--- src/rtl/pll_pkg.sv ---
// Shared definitions for the PLL lock detector: comparator AdjustFreq codes
// and the lock FSM state encoding.
package pll_pkg;

    localparam logic [1:0] ADJ_HOLD    = 2'b00;
    localparam logic [1:0] ADJ_UP      = 2'b01;
    localparam logic [1:0] ADJ_DOWN    = 2'b10;
    localparam logic [1:0] ADJ_ILLEGAL = 2'b11;

    typedef enum logic [1:0] {
        ST_SEARCH  = 2'b00,
        ST_ACQUIRE = 2'b01,
        ST_LOCKED  = 2'b10,
        ST_SLIP    = 2'b11
    } lock_state_t;

endpackage

--- src/rtl/pll_edge_counter.sv ---
// Rising-edge counter for one already-synchronised clock-like input.
// Counts saturate; the window total is sampled and cleared at window end.
module pll_edge_counter #(
    parameter int CNT_W = 12
) (
    input  logic             clock,
    input  logic             reset,
    input  logic             sig_in,
    input  logic             window_end,
    output logic [CNT_W-1:0] total,
    output logic [CNT_W-1:0] count
);

    localparam logic [CNT_W-1:0] CNT_MAX = '1;

    logic             sig_prev;
    logic             rise;
    logic [CNT_W-1:0] work;

    // total includes this cycle's edge so the last window cycle is not lost
    assign rise  = sig_in & ~sig_prev;
    assign total = (rise && (work != CNT_MAX)) ? work + 1'b1 : work;

    always_ff @(posedge clock) begin
        if (reset) begin
            sig_prev <= 1'b0;
            work     <= '0;
            count    <= '0;
        end else begin
            sig_prev <= sig_in;
            if (window_end) begin
                work  <= '0;
                count <= total;
            end else begin
                work <= total;
            end
        end
    end

endmodule

--- src/rtl/pll_lock_detector.sv ---
// PLL lock detector: compares reference and feedback edge counts and
// comparator activity over fixed windows and runs the lock/unlock FSM.
module pll_lock_detector #(
    parameter int WINDOW_CYCLES  = 256,
    parameter int CNT_W          = 12,
    parameter int LOCK_TOL       = 2,
    parameter int ADJ_MAX        = 8,
    parameter int LOCK_WINDOWS   = 4,
    parameter int UNLOCK_WINDOWS = 2
) (
    input  logic             Clock,
    input  logic             Reset,
    input  logic             RefIn,
    input  logic             FbIn,
    input  logic [1:0]       AdjustFreq,
    output logic             Locked,
    output logic             LockLost,
    output logic             WindowDone,
    output logic [CNT_W-1:0] RefCount,
    output logic [CNT_W-1:0] FbCount,
    output logic [1:0]       State
);

    import pll_pkg::*;

    localparam int                WIN_W       = $clog2(WINDOW_CYCLES);
    localparam logic [WIN_W-1:0]  WIN_LAST    = WIN_W'(WINDOW_CYCLES - 1);
    localparam logic [CNT_W-1:0]  CNT_MAX     = '1;
    localparam logic [CNT_W:0]    TOL         = (CNT_W + 1)'(LOCK_TOL);
    localparam logic [CNT_W-1:0]  ACT_LIMIT   = CNT_W'(ADJ_MAX);
    localparam int                GOOD_W      = $clog2(LOCK_WINDOWS + 1);
    localparam int                BAD_W       = $clog2(UNLOCK_WINDOWS + 1);
    localparam logic [GOOD_W-1:0] GOOD_TARGET = GOOD_W'(LOCK_WINDOWS);
    localparam logic [BAD_W-1:0]  BAD_TARGET  = BAD_W'(UNLOCK_WINDOWS);

    logic [WIN_W-1:0]  win_cnt;
    logic              window_end;
    logic [CNT_W-1:0]  ref_total;
    logic [CNT_W-1:0]  fb_total;
    logic [CNT_W-1:0]  act_cnt;
    logic [CNT_W-1:0]  act_total;
    logic              act_step;
    logic              illegal_q;
    logic              illegal_total;
    logic [CNT_W:0]    ref_ext;
    logic [CNT_W:0]    fb_ext;
    logic [CNT_W:0]    diff;
    logic              window_good;
    lock_state_t       state_q;
    lock_state_t       state_d;
    logic [GOOD_W-1:0] good_cnt_q;
    logic [GOOD_W-1:0] good_cnt_d;
    logic [BAD_W-1:0]  bad_cnt_q;
    logic [BAD_W-1:0]  bad_cnt_d;
    logic              lost_d;
    logic              window_done_q;
    logic              lock_lost_q;

    assign window_end = (win_cnt == WIN_LAST);

    pll_edge_counter #(.CNT_W(CNT_W)) u_ref_counter (
        .clock      (Clock),
        .reset      (Reset),
        .sig_in     (RefIn),
        .window_end (window_end),
        .total      (ref_total),
        .count      (RefCount)
    );

    pll_edge_counter #(.CNT_W(CNT_W)) u_fb_counter (
        .clock      (Clock),
        .reset      (Reset),
        .sig_in     (FbIn),
        .window_end (window_end),
        .total      (fb_total),
        .count      (FbCount)
    );

    assign act_step      = (AdjustFreq != ADJ_HOLD) && (AdjustFreq != ADJ_ILLEGAL);
    assign act_total     = (act_step && (act_cnt != CNT_MAX)) ? act_cnt + 1'b1 : act_cnt;
    assign illegal_total = illegal_q | (AdjustFreq == ADJ_ILLEGAL);

    // Difference is taken one bit wider so it can never wrap
    assign ref_ext = {1'b0, ref_total};
    assign fb_ext  = {1'b0, fb_total};
    assign diff    = (ref_ext >= fb_ext) ? (ref_ext - fb_ext) : (fb_ext - ref_ext);

    assign window_good = (ref_total != '0) && (ref_total != CNT_MAX) &&
                         (fb_total != CNT_MAX) && (diff <= TOL) &&
                         (act_total <= ACT_LIMIT) && !illegal_total;

    always_comb begin
        state_d    = state_q;
        good_cnt_d = good_cnt_q;
        bad_cnt_d  = bad_cnt_q;
        lost_d     = 1'b0;
        if (window_end) begin
            case (state_q)
                ST_SEARCH: begin
                    if (window_good) begin
                        if (LOCK_WINDOWS == 1) begin
                            state_d    = ST_LOCKED;
                            good_cnt_d = '0;
                        end else begin
                            state_d    = ST_ACQUIRE;
                            good_cnt_d = GOOD_W'(1);
                        end
                    end
                end
                ST_ACQUIRE: begin
                    if (!window_good) begin
                        state_d    = ST_SEARCH;
                        good_cnt_d = '0;
                    end else if (good_cnt_q + 1'b1 == GOOD_TARGET) begin
                        state_d    = ST_LOCKED;
                        good_cnt_d = '0;
                    end else begin
                        good_cnt_d = good_cnt_q + 1'b1;
                    end
                end
                ST_LOCKED: begin
                    if (!window_good) begin
                        if (UNLOCK_WINDOWS == 1) begin
                            state_d = ST_SEARCH;
                            lost_d  = 1'b1;
                        end else begin
                            state_d   = ST_SLIP;
                            bad_cnt_d = BAD_W'(1);
                        end
                    end
                end
                ST_SLIP: begin
                    if (window_good) begin
                        state_d   = ST_LOCKED;
                        bad_cnt_d = '0;
                    end else if (bad_cnt_q + 1'b1 == BAD_TARGET) begin
                        state_d   = ST_SEARCH;
                        bad_cnt_d = '0;
                        lost_d    = 1'b1;
                    end else begin
                        bad_cnt_d = bad_cnt_q + 1'b1;
                    end
                end
                default: state_d = ST_SEARCH;
            endcase
        end
    end

    // Working counters restart at window end so consecutive windows abut
    always_ff @(posedge Clock) begin
        if (Reset) begin
            win_cnt       <= '0;
            act_cnt       <= '0;
            illegal_q     <= 1'b0;
            state_q       <= ST_SEARCH;
            good_cnt_q    <= '0;
            bad_cnt_q     <= '0;
            window_done_q <= 1'b0;
            lock_lost_q   <= 1'b0;
        end else begin
            win_cnt       <= window_end ? '0 : win_cnt + 1'b1;
            act_cnt       <= window_end ? '0 : act_total;
            illegal_q     <= window_end ? 1'b0 : illegal_total;
            state_q       <= state_d;
            good_cnt_q    <= good_cnt_d;
            bad_cnt_q     <= bad_cnt_d;
            window_done_q <= window_end;
            lock_lost_q   <= lost_d;
        end
    end

    assign State      = state_q;
    assign Locked     = (state_q == ST_LOCKED) || (state_q == ST_SLIP);
    assign WindowDone = window_done_q;
    assign LockLost   = lock_lost_q;

endmodule

--- config.mk ---
export PLATFORM = sky130hd
export DESIGN_NAME = pll_lock_detector
export DESIGN_NICKNAME = d
export VERILOG_FILES = /design/src/rtl/pll_pkg.sv /design/src/rtl/pll_edge_counter.sv /design/src/rtl/pll_lock_detector.sv
export SDC_FILE = /design/constraint.sdc
export NUM_CORES = 1
export LEC_CHECK = 0
export ABC_AREA = 1
export CAP_MARGIN = 20
export CELL_PAD_IN_SITES_DETAIL_PLACEMENT = 0
export CELL_PAD_IN_SITES_GLOBAL_PLACEMENT = 1
export CORE_AREA = 2 2 124 126
export CTS_CLUSTER_SIZE = 10
export DETAILED_ROUTE_END_ITERATION = 7
export DIE_AREA = 0 0 126 128
export DONT_BUFFER_PORTS = 1
export GPL_TIMING_DRIVEN = 0
export PLACE_DENSITY_LB_ADDON = 0.12
export RECOVER_POWER = 100
export SKIP_LAST_GASP = 1
export SYNTH_ARGS = -nofsm -noshare
export SYNTH_HDL_FRONTEND = slang
export SYNTH_SLANG_ARGS = --single-unit
--- constraint.sdc ---
create_clock -name Clock -period 3.5 [get_ports Clock]
set_input_delay 0.525 -clock Clock [delete_from_list [all_inputs] [get_ports Clock]]
set_output_delay 0.525 -clock Clock [all_outputs]
set_load 0.01 [all_outputs]
* Word level (Yosys, flattened, before mapping)
Index checks and enable logic that the tools add are counted.
** Storage, ports and cells
- Bits of input ports :: 6
- Register bits :: 80
- Output and inout bits :: 29
** Cells by class
- Reductions and logical operators :: 21
- Add/sub/neg operators :: 8
- Eq/ne operators :: 17
- Multiplexer cells :: 20
- Bitwise operators :: 7
- Order comparisons :: 3
** Operators with widths (number)
- 12-bit inequality test, second input constant :: 5
- 12-bit by 1-bit adder with 12-bit output, second input constant :: 3
- 12-bit two-way mux :: 3
- 12-bit by 12-bit subtractor with 13-bit output :: 2
- 2-bit two-way mux :: 9
- 13-bit by 2-bit less-or-equal comparator with 1-bit output, second input constant :: 1
- 13-bit two-way mux :: 1
- 12-bit greater-or-equal comparator :: 1
- 12-bit by 4-bit less-or-equal comparator with 1-bit output, second input constant :: 1
- 12-bit nonzero test :: 1
- 1-bit logical AND :: 9
- 3-bit two-way mux :: 3
- 8-bit by 1-bit adder with 8-bit output, second input constant :: 1
- 2-bit == test, second input constant :: 4
- 8-bit == test, second input constant :: 1
- 2-bit one-hot mux with 4 select lines :: 1
- 2-bit inequality test, second input constant :: 3
- 3-bit inequality test, second input constant :: 2
- 3-bit one-hot mux with 2 select lines :: 1
- 3-bit AND reduction :: 2
- 2-bit nonzero test :: 3
- 5-bit AND reduction :: 1
- 1-bit inverter :: 4
- 2-bit one-hot mux with 2 select lines :: 1
- other kinds (12) :: 13

* Longest topological paths before layout
Gate-level depths: netlist (run 1).
- Depth after elaboration :: 12
- Depth in mapped cells :: 31
- Depth with buffers taken out :: 30

* Modules after synthesis
Synthesis (run 1) repeated with hierarchy kept, for this count alone.
** Unflattened totals
- Cell total of the unflattened synthesis :: 935
- Area total of the unflattened synthesis :: 5799.3 um2
** By module, submodules not included
- pll_lock_detector :: sequential area each 600.6 um2, cells each 593, area an instance 3414.5 um2, times used 1
- pll_edge_counter :: sequential area each 500.5 um2, cells each 171, area an instance 1192.4 um2, times used 2

* Least setup slack after synthesis (run 1)
OpenSTA, ideal clock, no wires.
- Path kind :: flip-flop to flip-flop
- Start point :: register u_ref_counter.work[0]
- End point :: register (tool-made name)
- Stages on the path, launching flop included :: 28
- Setup slack :: -20 ps
- Period minus slack after synthesis :: 3520 ps
- Setup time :: 115 ps
- Buffers on the path :: 1
- Arrival :: 3405 ps
- Path through :: dfxtp_1 ha_1 buf_4 inv_2 nor2_2 nand3_4 nand2_8 nand2_1 nand2_1 inv_1 ha_1 nand2_1 o21ai_0 nand4_2 nand2_2 nand2_1 nand2_2 nand2_2 nand2_4 nand3_1 nand2_2 nand2_1 nor2_2 nand3_1 nand2_1 nor2_2 a21oi_1 nor2_1
** RTL lines
- start, declared :: line pll_edge_counter.sv:18 : logic [CNT_W-1:0] work;
- start signal, assigned :: line pll_edge_counter.sv:35 : work <= total;

==> flow_metrics.tcl, run 1 <==
set metrics [dict create \
    status "complete, no violations" \
    wire_per_inst_microns 15.2 \
    yosysWarnings 0 \
    synthSimpleGateAreaFrac 0.462 \
    reg2reg_from "u_ref_counter.work[0]" \
    place_congestion 0.905 \
    ff2ff_path_depth 25 \
    power_frac_seq 0.338 \
    area_growth_pct 32.0 \
    antenna_found_initial 0 \
    max_freq_ghz 0.292 \
    synth.mux.area_fraction 0 \
    rows 45 \
    antenna_left 0 \
    ir_drop_mv 0.255 \
    start_util 0.398 \
    startpoint_type "flip-flop" \
    hold_path_end "u_ref_counter.sig_prev" \
    synth_top_family_by_area "simple AND/OR/NAND/NOR gates" \
    synth-compound-area-share 0.0763 \
    synth-seq-cells 80 \
    vias_per_cell 5.01 \
    htree_levels 3 \
    cp.required_ns 3.74 \
    hold_slack_ns 0.282 \
    clkTransAtPathRegs_ns 0.06 \
    drtIter0Drc 276 \
    finalPower_mw 2.82 \
    min_period_ns 3.42 \
    rsz0062_at_grt "yes" \
    power.density_nw_per_um2 361 \
    syn_area_sq_um 5920 \
    hpwl_microns 13300 \
    power.leakage_nw 3.38 \
    fin_tns_setup_ns 0 \
    yosysUniqueCellTypes 42 \
    grt_max_degree 13 \
    switching_share 0.333 \
    hp-class "input pin to flip-flop" \
    path_max_fanout 7 \
    post-route-drc-count 0 \
    pin_count 35 \
    antenna_cells 0 \
    cpPeakStageDelay_ns 0.37 \
    rrSetupSlack_ns 0.08 \
    fillCellCount 1534 \
    cap_viol_max_count 0 \
    yosys.area_share.xor_xnor 0.0311 \
    multiInputGateArea_sq_um 4530 \
    path_buf_inv 4 \
    cp.arrival_ns 3.66 \
    grt_pass1_wl_microns 28700 \
    clock_latency_ns 0.34 \
    wl_microns 18300 \
    worst_path_max_delay_cell "dfxtp_4" \
    p_int_mw 1.88 \
    synth_fa_ha_area_frac 0.0638 \
    whs_path_depth 2 \
    syn_inst 941 \
    cts_root_buf "clkbuf_16" \
    dieWidth_microns 126 \
    critPathCaptureType "flip-flop" \
    worstHoldStart "RefIn" \
    max_slew_margin 0.465 \
    fin_skew_ns 0.00490 \
    syn-num-nets 976 \
    finalSetupViolations 0 \
    portBuffers 0 \
    cts_buffers 9 \
    vias 6015 \
    layout.nets 1044 \
    path_common_cell "nor2_4" \
    dr.pass1.iters 5 \
    drv_slew 0 \
    grt_pass1_vias 5507 \
    power.switching_uw 939 \
    cts_buffer_depth 2 \
    hold_viol 0 \
    fp.dieH_microns 128 \
    postCtsHoldBufs 0 \
    core-area_sq_um 14900 \
    numClockSinks 80 \
    grt.total_usage 0.225 \
    critical_path_class "flip-flop to flip-flop" \
    netlist.area_leader.share 0.270 \
    path_depth 25 \
    p_clk_frac 0.334 \
    avgSynthCellArea_sq_um 6.29 \
    fin_crit_sh 0.977 \
    cts_tree "yes" \
    drive_gt1_frac 0.316 \
    regArea_sq_um 1630 \
    grt-ovfl-total 0 \
    synthTopCellsByArea "dfxtp_1, nand2_1, nor2_1" \
    dieArea_sq_um 16100 \
    crit_family "simple AND/OR/NAND/NOR gates" \
    yosysTopAreaCell "dfxtp_1" \
    ys_seq_area_frac 0.270 \
    worstMarginPinSlew_ns 0.799 \
    combPwrFrac 0.328 \
]
cells by family (layout without fill, tap and decap cells):
group | Yosys count | count (layout)
xor gates and xnor gates | 21 | 21
adders and majority gates | 29 | 29
and+or+nand+nor | 587 | 588
buffers and inverters | 142 | 213
DFF | 80 | 80
AOI/OAI and AO/OA | 82 | 82
timing repair:
item / CTS / global route
endpoints found under the setup margin: 8 / 8
gates cloned: 2 / 0
setup buffers: 34 / 25
resized for setup: 109 / 125
pin swaps: 46 / 85
Yosys cell counts, drive strengths merged:
library cell and n:
a211oi 2, a21boi 1, a21o 1, a21oi 28
and2 1, and3 1, buf 10, clkbuf 11
clkinv 1, dfxtp 80, fa 2, ha 27
inv 120, nand2 308, nand3 87, nand3b 6
nand4 17, nor2 152, nor3 13, o21ai 47
o21bai 3, or2 2, xnor2 4, xor2 17
registers in the layout, indices dropped and copies added, names as in the netlist, named ones only:
| signal | count |
|---|---|
| act_cnt | 12 |
| u_fb_counter.sig_prev | 1 |
| u_ref_counter.work | 12 |
| u_ref_counter.sig_prev | 1 |
| u_fb_counter.count | 12 |
| State | 1 |
| WindowDone | 1 |
| LockLost | 1 |
| u_fb_counter.work | 12 |
| u_ref_counter.count | 12 |
| illegal_q | 1 |
| bad_cnt_q | 2 |
| good_cnt_q | 3 |
| win_cnt | 8 |
power groups by stage:
stage / registers, mW / logic [mW] / clock network, mW
6_report: 0.953 / 0.925 / 0.942
5_1_grt: 0.955 / 1.01 / 1.00
4_1_cts: 0.953 / 0.781 / 0.964
3_5_place_dp: 0.973 / 0.615 / 0
3_3_place_gp: 0.973 / 0.619 / 0
2_1_floorplan: 0.967 / 0.464 / 0
metrics by stage:
stage / area, sq um / cells / utilization / setup WS (ns)
CTS: 7180 / 1179 / 0.483 / -0.0997
global route: 7810 / 1201 / 0.526 / -0.120
detailed placement: 6160 / 1129 / 0.414 / -0.924
floorplan: 5920 / 941 / - / 0.0408
finish: 7810 / 1201 / 0.526 / 0.0798
global placement: 6160 / 1129 / 0.414 / -0.930
worst reg2reg max path: cells and delay by family, from the launching register on:
kind	cells	cell delay [ns]
AND/OR/NAND/NOR	17	1.93
adder cells (fa/ha/maj)	2	0.45
flip-flops	1	0.37
buffers and inverters	4	0.33
AO/OA/AOI/OAI	2	0.24
cells in the final DEF, fill, tap and decap left out, types with 4 or more instances in the layout:
cell / instances
nand3_4: 4
xor2_1: 15
o21ai_1: 9
nand4_1: 16
dfxtp_2: 13
o21ai_4: 6
nand2_8: 4
inv_4: 4
a21oi_1: 13
nor2_2: 16
inv_2: 24
nand2_4: 21
o21ai_0: 29
nor2_1: 121
buf_4: 51
nor2_4: 15
nor3_1: 8
inv_1: 89
ha_4: 15
a21oi_4: 5
buf_6: 9
clkbuf_1: 12
nand3b_1: 6
a21oi_2: 10
nand3_2: 22
nand2_1: 230
xnor2_1: 4
nand2_2: 54
dfxtp_4: 4
ha_1: 10
nand3_1: 61
dfxtp_1: 63
clkbuf_16: 9
cell type report:
cell class	count	area share
Sequential cell	80	0.209
Tap cell	188	0.0301
Timing Repair Buffer	59	0.0649
Clock buffer	12	0.0316
Clock inverter	3	0.00545
Buffer	18	0.0163
Inverter	121	0.0625
Multi-Input combinational cell	720	0.580
worst max path at each step:
| stage | endpoint | slack, ns | start |
|---|---|---|---|
| after floorplan | flip-flop | 0.04 | u_fb_counter.work[0] |
| after detailed placement | good_cnt_q[1] | -0.92 | u_ref_counter.work[0] |
| after CTS | flip-flop | -0.1 | u_fb_counter.work[1] |
| final | flip-flop | 0.08 | u_ref_counter.work[0] |
| after global placement | flip-flop | -0.93 | u_ref_counter.work[0] |
| after global routing | flip-flop | -0.12 | u_ref_counter.work[0] |
metal layers:
metal / up-vias / track usage / part of all wire
li1: 3104 / - / -
met1: 2787 / 0.304 / 0.47
met2: 97 / 0.367 / 0.46
met3: 27 / 0.0396 / 0.038
met4: 0 / 0.0718 / 0.026
met5: - / 0 / 0
Note: power is estimated with default switching activity, not from simulation.
==> run 2: changes to the inputs <==
ABC_AREA = 0   (was 1)
CORE_AREA = 2 2 112 114   (was 2 2 124 126)
DIE_AREA = 0 0 114 116   (was 0 0 126 128)
==> flow_metrics.tcl, run 2 <==
set metrics [dict create \
    status "finished, violations left" \
    violations "setup timing" \
    setup_ws_ns -0.821 \
    cp.required_ns 3.74 \
    synth_common_cells "nor2_1, dfxtp_1, nand2_1" \
    place_congestion 0.890 \
    max_freq_ghz 0.231 \
    numClockSinks 80 \
    fin_skew_ns 0.00777 \
    area_growth_pct 22.1 \
    finalPower_mw 2.67 \
    critical_path_class "flip-flop to flip-flop" \
    clkTransAtPathRegs_ns 0.06 \
    synth_edf_count 0 \
    yosysUniqueCellTypes 79 \
    antenna_found_initial 0 \
    hold_slack_ns 0.304 \
    cap_viol_max_count 0 \
    cts_buffers 9 \
    final_common_cell "nor2_1" \
    drive_gt1_frac 0.196 \
    synthTopCellsByArea "dfxtp_1, ha_1, nor2_1" \
    path_max_fanout 5 \
    wl_microns 16100 \
    wire_per_inst_microns 19.5 \
    syn-num-nets 672 \
    finalNonFillerCells 824 \
    fp.dieH_microns 116 \
    avgSynthCellArea_sq_um 8.17 \
    dieWidth_microns 114 \
    fin_crit_sh 1.23 \
    ff2ff_path_depth 17 \
    grt.total_usage 0.255 \
    power.leakage_nw 2.47 \
    drv_slew 0 \
    min_period_ns 4.32 \
    power.density_nw_per_um2 420 \
    synthArstFlopShare 0 \
    finalSetupViolations 8 \
    startpoint_type "flip-flop" \
    syn_inst 637 \
    grt_max_degree 14 \
    pin_count 35 \
    antenna_cells 0 \
    vias 4898 \
    fin_tns_setup_ns -5.67 \
    htree_levels 3 \
    clock_latency_ns 0.35 \
    post-route-drc-count 0 \
    drtIter0Drc 335 \
    synthFlopType "dfxtp_1" \
    core-area_sq_um 11900 \
    critPathCaptureType "flip-flop" \
    grt-ovfl-total 0 \
    yosysTopAreaCell "dfxtp_1" \
    dieArea_sq_um 13200 \
    hpwl_microns 11400 \
    cts_root_buf "clkbuf_16" \
    netlist.area_leader.share 0.308 \
    antenna_left 0 \
    layout.cells.most_common_list "nor2_1, dfxtp_1, nand2_1, a21oi_1, buf_4" \
    cts_buffer_depth 2 \
    rows 40 \
    pre_cts_slack_ns -1.43 \
    hold_viol 0 \
    portBuffers 0 \
    layout.nets 707 \
    ys_seq_area_frac 0.308 \
    syn_area_sq_um 5200 \
    hp-class "input pin to flip-flop" \
    whs_path_depth 1 \
    grt_pass1_vias 4917 \
    cp.arrival_ns 4.56 \
    dr.pass1.iters 5 \
    dp.cells 785 \
    cts_tree "yes" \
    vias_per_cell 5.94 \
    start_util 0.437 \
    postCtsHoldBufs 0 \
    rsz0062_at_grt "yes" \
    yosysWarnings 0 \
    synth-seq-cells 80 \
    ir_drop_mv 0.300 \
    grt_pass1_wl_microns 26100 \
    synth_most_common_cell "nor2_1" \
    max_slew_margin 0.503 \
    worstMarginPinSlew_ns 0.725 \
]
## run 2: changes by cell type after synthesis, sizes merged, moves of 22 or more
cell,previous run,this run
nand2,308,50
inv,120,31
nor2,152,89
nand3,87,25
o21ai,47,17
xnor2,4,26
## run 2: worst paths after layout
path,startpoint,slack [ns],to
worst min register to register,win_cnt[0],0.47,win_cnt[0]
worst max-delay path,u_ref_counter.work[4],-0.82,bad_cnt_q[1]
worst min-delay path,FbIn,0.30,u_fb_counter.sig_prev
worst max register to register,u_ref_counter.work[4],-0.82,bad_cnt_q[1]
## run 2: cell type report
type,count,area (sq um)
clock buffer,11,243
multi-input combinational,497,3710
fill,1155,5560
tap,147,184
buffer,21,83.8
timing repair buffer,31,241
sequential,80,1640
inverter,32,121
clock inverter,5,128
## run 2: kinds of logic (layout without fill, tap and decap cells)
group / Yosys count / in the layout / synth area share
multiplexers: 12 / 12 / 0.0243
AND/OR/NAND/NOR: 271 / 271 / 0.274
adder cells (fa/ha/maj): 29 / 29 / 0.0726
flip-flops: 80 / 80 / 0.308
buffers and inverters: 60 / 100 / 0.0435
XOR/XNOR: 48 / 48 / 0.0895
AO/OA/AOI/OAI: 137 / 137 / 0.188
## run 2: critical path: stages, from the launching register on
cell and delay (ns):
dfxtp_4 0.35, nand4_1 0.11, buf_6 0.15, o41ai_4 0.34
buf_4 0.18, mux2i_4 0.30, inv_2 0.09, fa_2 0.40
inv_2 0.09, nor3_2 0.05, o311a_1 0.37, xnor2_1 0.14
or4_4 0.46, nor3_4 0.19, mux2i_4 0.14, nor4_4 0.45
nor4_1 0.12, o31a_1 0.28
## run 2: timing repair
item / in CTS / in global routing
buffers inserted: 27 / 3
pin swaps: 27 / 3
endpoints found under the setup margin: 8 / 8
cloned: 0 / 0
gates resized for setup: 58 / 12
## run 2: metal layers
metal,vias up,share of wire,GRT usage
met3,39,0.051,0.0554
met5,-,0,0
met4,0,0.032,0.110
met2,137,0.46,0.407
li1,2377,-,-
met1,2345,0.46,0.334
## run 2: per-stage QoR
| step | util | area [sq um] |
|---|---|---|
| global placement | 0.461 | 5490 |
| detailed placement | 0.461 | 5490 |
| global route | 0.533 | 6350 |
| finish | 0.533 | 6350 |
| CTS | 0.527 | 6280 |
| floorplan | - | 5300 |
## run 2: where the power goes
part           internal, mW  total (mW)  switching (mW)
clock network         0.789        1.17           0.380
logic                 0.248       0.555           0.307
registers             0.923       0.943          0.0197
==> run 3: changes to the inputs <==
CORE_AREA = 2 2 116 118   (was 2 2 112 114)
DIE_AREA = 0 0 118 120   (was 0 0 114 116)
DONT_BUFFER_PORTS = default   (was 1)
==> flow_metrics.tcl, run 3 (same netlist as run 2, synthesis figures left out) <==
set metrics [dict create \
    status "finished, violations left" \
    violations "setup timing" \
    fin_skew_ns 0.00550 \
    drtIter0Drc 314 \
    cap_viol_max_count 0 \
    post-route-drc-count 0 \
    core-area_sq_um 13000 \
    dp.cells 847 \
    antenna_cells 0 \
    switching_share 0.276 \
    numClockSinks 80 \
    vias 5050 \
    dieArea_sq_um 14200 \
    setup_ws_ns -0.769 \
    fp.dieH_microns 120 \
    multiInputGateArea_sq_um 3720 \
    worst_path_max_delay_cell "or4_4" \
    ir_drop_mv 0.252 \
    reg2reg_from "u_ref_counter.work[9]" \
    power.density_nw_per_um2 387 \
    grt_pass1_wl_microns 27000 \
    finalPower_mw 2.58 \
    cts_buffers 9 \
    cp_cell_sequence "nand4_1, buf_6, o41ai_4, buf_4, mux2i_4, inv_2, fa_2, inv_4, nor3_2, o311a_1, xnor2_1, or4_4, nor3_4, nand3b_1, nor3_4, nor4_1, o31a_1" \
    dr.pass1.iters 5 \
    dieWidth_microns 118 \
    grt_pass1_vias 5047 \
    layout.cells.most_common_list "nor2_1, dfxtp_1, nand2_1, a21oi_1, dlygate4sd3_1" \
    path_common_cell "nor3_4" \
    power_frac_seq 0.366 \
    start_util 0.401 \
    wire_per_inst_microns 18.6 \
    cts_root_buf "clkbuf_16" \
    combPwrFrac 0.217 \
    regArea_sq_um 1630 \
    rsz0062_at_grt "yes" \
    p_int_mw 1.87 \
    hold_path_end "u_fb_counter.count[2]" \
    htree_levels 3 \
    cts_tree "yes" \
    fin_tns_setup_ns -5.72 \
    min_period_ns 4.27 \
    fillCellCount 1276 \
    portBuffers 33 \
    cp-startpoint "u_ref_counter.work[9]" \
    rrSetupSlack_ns -0.77 \
    hp-class "flip-flop to flip-flop" \
    max_freq_ghz 0.234 \
    p_clk_frac 0.417 \
    rows 42 \
    clkTransAtPathRegs_ns 0.06 \
    critPathCaptureType "flip-flop" \
    critical_path_class "flip-flop to flip-flop" \
    grt-ovfl-total 0 \
    antenna_found_initial 0 \
    hold_viol 0 \
    path_max_fanout 4 \
    wl_microns 16400 \
    final_common_cell "nor2_1" \
    cp.arrival_ns 4.50 \
    whs_path_depth 2 \
    vias_per_cell 5.71 \
    drive_gt1_frac 0.181 \
    hold_slack_ns 0.456 \
    drv_slew 0 \
    ff2ff_path_depth 17 \
    place_congestion 0.874 \
    cp.required_ns 3.73 \
    worstMarginPinSlew_ns 0.773 \
    antenna_left 0 \
    grt_max_degree 14 \
    finalSetupViolations 8 \
    power.switching_uw 712 \
    r2r_end "bad_cnt_q[1]" \
    max_slew_margin 0.470 \
    startpoint_type "flip-flop" \
    layout.nets 738 \
    power.leakage_nw 2.65 \
    worstHoldStart "u_fb_counter.count[2]" \
    cts_buffer_depth 2 \
    cpPeakStageDelay_ns 0.46 \
    clock_latency_ns 0.34 \
    area_growth_pct 28.3 \
    pin_count 35 \
    fin_util 0.514 \
    finalNonFillerCells 884 \
    grt.total_usage 0.242 \
    fin_crit_sh 1.22 \
    hpwl_microns 11800 \
]
==> run 3: worst max path at each step <==
| stage | end | cells after the start |
|---|---|---|
| 3_3_place_gp | bad_cnt_q[1] | 15 |
| 5_1_grt | good_cnt_q[2] | 17 |
| 4_1_cts | good_cnt_q[2] | 17 |
| 6_report | bad_cnt_q[1] | 17 |
| 3_5_place_dp | bad_cnt_q[1] | 15 |
| 2_1_floorplan | good_cnt_q[2] | 16 |
==> run 3: final cells by class <==
class / instances / share of cell area
tap: 176 / 0.0330
clock inverter: 6 / 0.0161
inverter: 32 / 0.0186
clock buffer: 10 / 0.0343
buffer: 21 / 0.0126
sequential: 80 / 0.244
timing repair buffer: 62 / 0.0838
multi-input combinational: 497 / 0.557
==> run 3: timing repair <==
item                                    4_1_cts  5_1_grt
endpoints found under the setup margin        8        8
buffers inserted                             26        2
hold buffers                                  0        0
gates resized for setup                      64        6
pin swaps                                    18        6
==> run 3: worst max-delay path, delay by kind of cell (launching register included) <==
family | cells | cell delay (ns)
and+or+nand+nor | 7 | 1.38
xor gates and xnor gates | 1 | 0.14
adders and majority gates | 1 | 0.42
muxes | 1 | 0.33
DFF | 1 | 0.34
buffers and inverters | 4 | 0.52
AOI/OAI and AO/OA | 3 | 0.99
==> run 3: power by group through the flow <==
| stage | registers (mW) | clock network [mW] | logic, mW |
|---|---|---|---|
| floorplan | 0.960 | 0 | 0.355 |
| global placement | 0.963 | 0 | 0.455 |
| detailed placement | 0.964 | 0 | 0.465 |
| CTS | 0.944 | 1.10 | 0.549 |
| global route | 0.947 | 1.13 | 0.610 |
| finish | 0.945 | 1.08 | 0.561 |
==> run 3: through the flow <==
step	cell area [sq um]	setup WS (ns)
after floorplan	5300	-0.547
after global placement	5850	-1.81
after detailed placement	5860	-1.83
after CTS	6650	-0.709
after global routing	6670	-1.01
final	6670	-0.769
==> run 3: layer usage <==
metal | global-route usage | part of all wire | up-vias
met5 | 0 | 0 | -
met2 | 0.401 | 0.48 | 126
met1 | 0.313 | 0.46 | 2457
li1 | - | - | 2437
met3 | 0.0375 | 0.037 | 30
met4 | 0.101 | 0.030 | 0
